<file path="config.mk">
export PLATFORM = sky130hd
export DESIGN_NAME = imem_loader
export DESIGN_NICKNAME = d
export VERILOG_FILES = /design/src/rtl/imem_loader.sv
export SDC_FILE = /design/constraint.sdc
export NUM_CORES = 1
export LEC_CHECK = 0
export CAP_MARGIN = 20
export CELL_PAD_IN_SITES_DETAIL_PLACEMENT = 1
export CELL_PAD_IN_SITES_GLOBAL_PLACEMENT = 2
export CORE_UTILIZATION = 39
export CTS_CLUSTER_SIZE = 24
export DETAILED_ROUTE_END_ITERATION = 7
export PLACE_DENSITY_LB_ADDON = 0.1
export SLEW_MARGIN = 30
export SYNTH_ARGS = -nofsm -noshare
export SYNTH_HDL_FRONTEND = slang
export SYNTH_SLANG_ARGS = --single-unit
</file>
<file path="constraint.sdc">
create_clock -name clk_i -period 6.91 [get_ports clk_i]
set_clock_uncertainty 0.2 [all_clocks]
set_input_delay 1.382 -clock clk_i [delete_from_list [all_inputs] [get_ports clk_i]]
set_output_delay 1.382 -clock clk_i [all_outputs]
set_load 0.05 [all_outputs]
</file>
<file path="src/rtl/imem_loader.sv">
// Purpose: streams a length header, payload and checksum into instruction memory as MSB-first byte writes.
// Latency: one cycle from payload byte acceptance to the registered byte write.
// Backpressure: ready_o depends only on state and start_i; stalls on valid_i change nothing.
module imem_loader #(
    parameter int unsigned RegBits  = 32,
    parameter int unsigned MemBytes = 32768,
    parameter int unsigned BaseAddr = 0
) (
    input  logic               clk_i,
    input  logic               rst_ni,
    input  logic               start_i,
    input  logic [7:0]         data_i,
    input  logic               valid_i,
    output logic               ready_o,
    output logic               we_o,
    output logic [RegBits-1:0] waddr_o,
    output logic [7:0]         wdata_o,
    output logic               busy_o,
    output logic               done_o,
    output logic               err_o,
    output logic [1:0]         err_code_o
);

    typedef enum logic [2:0] {
        S_LEN  = 3'd0,
        S_DATA = 3'd1,
        S_CSUM = 3'd2,
        S_DONE = 3'd3,
        S_ERR  = 3'd4
    } state_t;

    // Largest word count that still fits between BaseAddr and the end of memory.
    localparam logic [33:0] MAX_WORDS = 34'((MemBytes - BaseAddr) / 4);

    state_t             state, state_nxt;
    logic [31:0]        count;
    logic [1:0]         len_idx;
    logic [RegBits-1:0] idx;
    logic [7:0]         sum;
    logic [1:0]         err_code_q, err_code_nxt;

    logic               accept;
    logic [31:0]        count_nxt;
    logic               last_byte;

    assign ready_o    = ((state == S_LEN) || (state == S_DATA) || (state == S_CSUM)) & ~start_i;
    assign accept     = valid_i & ready_o;
    assign count_nxt  = {count[23:0], data_i};
    // Byte index compared against 4*N at 34 bits so large counts cannot alias.
    assign last_byte  = (34'(idx) + 34'd1) == {count, 2'b00};

    assign busy_o     = (state == S_LEN) || (state == S_DATA) || (state == S_CSUM);
    assign done_o     = (state == S_DONE);
    assign err_o      = (state == S_ERR);
    assign err_code_o = err_code_q;

    // State register.
    always_ff @(posedge clk_i or negedge rst_ni) begin
        if (!rst_ni) begin
            state <= S_LEN;
        end else begin
            state <= state_nxt;
        end
    end

    // Next state and error cause; start_i overrides everything and re-arms for a header.
    always_comb begin
        state_nxt    = state;
        err_code_nxt = err_code_q;
        if (start_i) begin
            state_nxt    = S_LEN;
            err_code_nxt = 2'd0;
        end else if (accept) begin
            case (state)
                S_LEN: begin
                    if (len_idx == 2'd3) begin
                        if ({2'b00, count_nxt} > MAX_WORDS) begin
                            state_nxt    = S_ERR;
                            err_code_nxt = 2'd1;
                        end else if (count_nxt == 32'd0) begin
                            state_nxt = S_CSUM;
                        end else begin
                            state_nxt = S_DATA;
                        end
                    end
                end
                S_DATA: begin
                    if (last_byte) begin
                        state_nxt = S_CSUM;
                    end
                end
                S_CSUM: begin
                    if (data_i == sum) begin
                        state_nxt = S_DONE;
                    end else begin
                        state_nxt    = S_ERR;
                        err_code_nxt = 2'd2;
                    end
                end
                default: state_nxt = state;
            endcase
        end
    end

    // Header shift, payload index/sum and the registered memory write port.
    always_ff @(posedge clk_i or negedge rst_ni) begin
        if (!rst_ni) begin
            count      <= '0;
            len_idx    <= '0;
            idx        <= '0;
            sum        <= '0;
            err_code_q <= '0;
            we_o       <= 1'b0;
            waddr_o    <= '0;
            wdata_o    <= '0;
        end else begin
            we_o       <= 1'b0;
            err_code_q <= err_code_nxt;
            if (start_i) begin
                count   <= '0;
                len_idx <= '0;
                idx     <= '0;
                sum     <= '0;
            end else if (accept) begin
                case (state)
                    S_LEN: begin
                        count   <= count_nxt;
                        len_idx <= len_idx + 2'd1;
                        if (len_idx == 2'd3) begin
                            idx <= '0;
                            sum <= '0;
                        end
                    end
                    S_DATA: begin
                        we_o    <= 1'b1;
                        waddr_o <= RegBits'(BaseAddr) + idx;
                        wdata_o <= data_i;
                        idx     <= idx + RegBits'(1);
                        sum     <= sum + data_i;
                    end
                    default: ;
                endcase
            end
        end
    end

endmodule

</file>
==> metrics.md <==
| Metric | Value |
|---|---|
| Largest cells by area after synthesis | `dfrtp_1 47%, nand2_1 8.5%, a22o_1 5.0%` |
| Worst-skew pair later-pin latency | `roughly 0.43 ns` |
| Gr ovfl total | `0` |
| Leak | `3.56 nW` |
| Pre-CTS WS | `2.28 ns` |
| Synthesis-to-layout area growth | `21.5%` |
| DRC | `0` |
| Synth Area per Inst | `9.08 um^2` |
| Hold Path Sink | `waddr_o[27]$_DFFE_PN0P_` |
| Setup violators final | `0` |
| FF-to-FF Start | `idx[0]$_DFFE_PN0P_` |
| Core region area | `16000 um^2` |
| Hold_buf cts | `0` |
| Critical Path AT | `3.06 ns` |
| Hold Crit Class | `flip-flop to flip-flop` |
| WS Path Type | `input pin to primary output` |
| Final setup margin | `2.27 ns` |
| Sink Count | `120` |
| Capture point of the worst reg-to-reg path | `state[0]$_DFFE_PN0P_` |
| Worst setup EP type | `primary output` |
| I/O pin count | `59` |
| Clock slew seen by the registers of the worst setup and hold paths | `~0.050 ns` |
| Crit-path slowest cell | `clkdlybuf4s50_1` |
| Power density over the cells | `roughly 340 nW/um^2` |
| Critical Path RT | `between 5 and 6 ns` |
| Max-slew violations | `0` |
| Starting density of the core | `0.402` |
| Unrepaired setup endpoints after global routing | `no` |
| Post-CTS Setup Inserts | `0` |
| GRT Util Overall | `0.248` |
| Outcome | `finished clean` |
| Floorplan row count | `between 40 and 50` |
| Port Buffers | `58` |
| Inserted Diodes | `0` |
| FF+latch count, synth | `120` |
| Worst hold-check slack | `0.271 ns` |
| Antenna violations before repair | `0` |
| Placer Congestion | `roughly 0.8` |
| Critical Path Most Common Cell | `clkdlybuf4s50_1` |
| Worst Max-Slew Pin Slew | `0.952 ns` |
| Max VDD drop | `0.214 mV` |
| CTS tree | `yes` |
| Ys async rst share | `1.00` |
| Synthesized area | `6440 um^2` |
| Placed Area | `about 7200 um^2` |
| Hold path depth | `2` |
| Synth top area share | `0.466` |
| Starting DRC count in detailed routing | `315` |
| First-pass detailed-route iteration total | `4` |
| Final setup TNS | `0 ns` |
| # resized after CTS | `0` |
| Post-synth EDFFs | `0` |
| Hpwl dp | `between 10000 and 15000 um` |
| Reg2reg path depth | `8` |
| Post-DR wirelength/cell | `~20 um` |
| Crit-path max cell delay | `0.82 ns` |
| Min-delay src | `waddr_o[27]$_DFFE_PN0P_` |
| Die Wd | `130 um` |
| CTS buffer count | `17` |
| Post-route ant nets | `0` |
| Seq/Total Area, Yosys | `0.466` |
| CP Launch Type | `input pin` |
| Syn nets | `732` |
| Cell taking the most area after synthesis | `dfrtp_1` |
| Vias | `roughly 5600` |
| Max clock buf depth | `2` |
| Vias per std cell | `5.77` |
| Slew headroom | `0.365` |
| Reg2Reg Setup Slack | `2.98 ns` |
| Layout cells sized above 1 | `0.0728` |
| Worst Path Max Fanout | `11` |
| Minimum clock period | `4.64 ns` |
| Largest net degree at the start of global routing | `88` |
| Most numerous cell in the Yosys netlist | `nand2_1` |
| Synth warn | `0` |
| Synth unique cells | `56` |
| Crit path cell chain | `clkdlybuf4s50_1, nor2b_1, clkdlybuf4s50_1` |
| Main synth FF type | `dfrtp_1` |
| Synth cell count leaders | `145 x nand2_1, 120 x dfrtp_1, 57 x o21ai_0, 40 x clkbuf_1, 37 x a22o_1` |
| Root buf cell | `clkbuf_16` |
| Die Ht | `130 um` |
| Vias in the first global route | `6015` |
| Global-route wire length before repair | `31900 um` |
| Design Area, Final | `between 7000 and 8000 um^2` |
| H-tree Lvls | `4` |
| Detailed-route wire length | `19400 um` |
| Final hold violation count | `0` |
| Max-cap violations | `0` |
| Die ar. | `roughly 17000 um^2` |
| Final period utilization | `0.672` |
| Post-layout nets | `around 770` |
| Synth Instances | `~710` |
| FMAX | `215 MHz` |
cell usage in the layout (no fill, tap or decap), drive strengths merged, types with 20 or more instances in the layout:
master / count
nand2: 145
dfrtp: 120
clkdlybuf4s50: 57
o21ai: 57
a22o: 37
xnor2: 33
a21oi: 31
nor2: 24
clkbuf: 21
nand3: 20
how the worst max path moves through the flow:
| stage | start | endpoint | slack, ns | cells past startpoint |
|---|---|---|---|---|
| final | start_i | ready_o | 2.27 | 3 |
| after global routing | start_i | ready_o | 2.22 | 3 |
| after CTS | start_i | ready_o | 2.27 | 3 |
| after detailed placement | start_i | ready_o | 2.28 | 3 |
| after global placement | start_i | ready_o | 2.30 | 3 |
| after floorplan | start_i | ready_o | 3.06 | 2 |
worst max-delay path: cells and delay by family:
| kind | cells | cell delay, ns |
|---|---|---|
| buffers and inverters | 2 | 1.47 |
| AND/OR/NAND/NOR | 1 | 0.20 |
report_power, final:
part | switching, W | internal [W]
Clock | 0.000327 | 0.000625
Sequential | 0.0000917 | 0.000782
Combinational | 0.000534 | 0.000286
Total | 0.000952 | 0.00169
final cells by class:
type	instances	area, um^2
multi-input combinational	528	3230
clock inverter	9	148
fill	1829	8180
tap	216	270
inverter	11	41.3
sequential	120	3000
clock buffer	21	470
timing repair buffer	66	662
metal layers:
metal / track usage / vias up / wire length [um]
li1: - / 2614 / -
met1: 0.295 / 2865 / 8330
met2: 0.438 / 89 / 10000
met3: 0.0529 / 33 / 528
met4: 0.101 / 0 / 532
met5: 0 / - / 0
stage by stage:
stage	power (W)	util	cells
6_report	0.00264	0.489	971
5_1_grt	0.00277	0.489	971
4_1_cts	0.00267	0.488	971
3_5_place_dp	0.00171	0.449	941
3_3_place_gp	0.00165	0.448	940
2_1_floorplan	0.00142	-	709
cells by family (layout without fill, tap and decap cells):
kind of cell	after synthesis	after routing	share of synthesized area
buffers and inverters	61	107	0.0371
and+or+nand+nor	281	281	0.213
adders and majority gates	11	11	0.0225
muxes	2	2	0.00350
AOI/OAI and AO/OA	187	187	0.194
xor gates and xnor gates	47	47	0.0639
DFF	120	120	0.466
sequential cells by signal (all words and copies together), names as in the netlist:
register / flops
count: 32
idx: 32
waddr_o: 32
sum: 8
wdata_o: 8
state: 3
err_code_o: 2
len_idx: 2
we_o: 1
(Power assumes the default switching activity.)
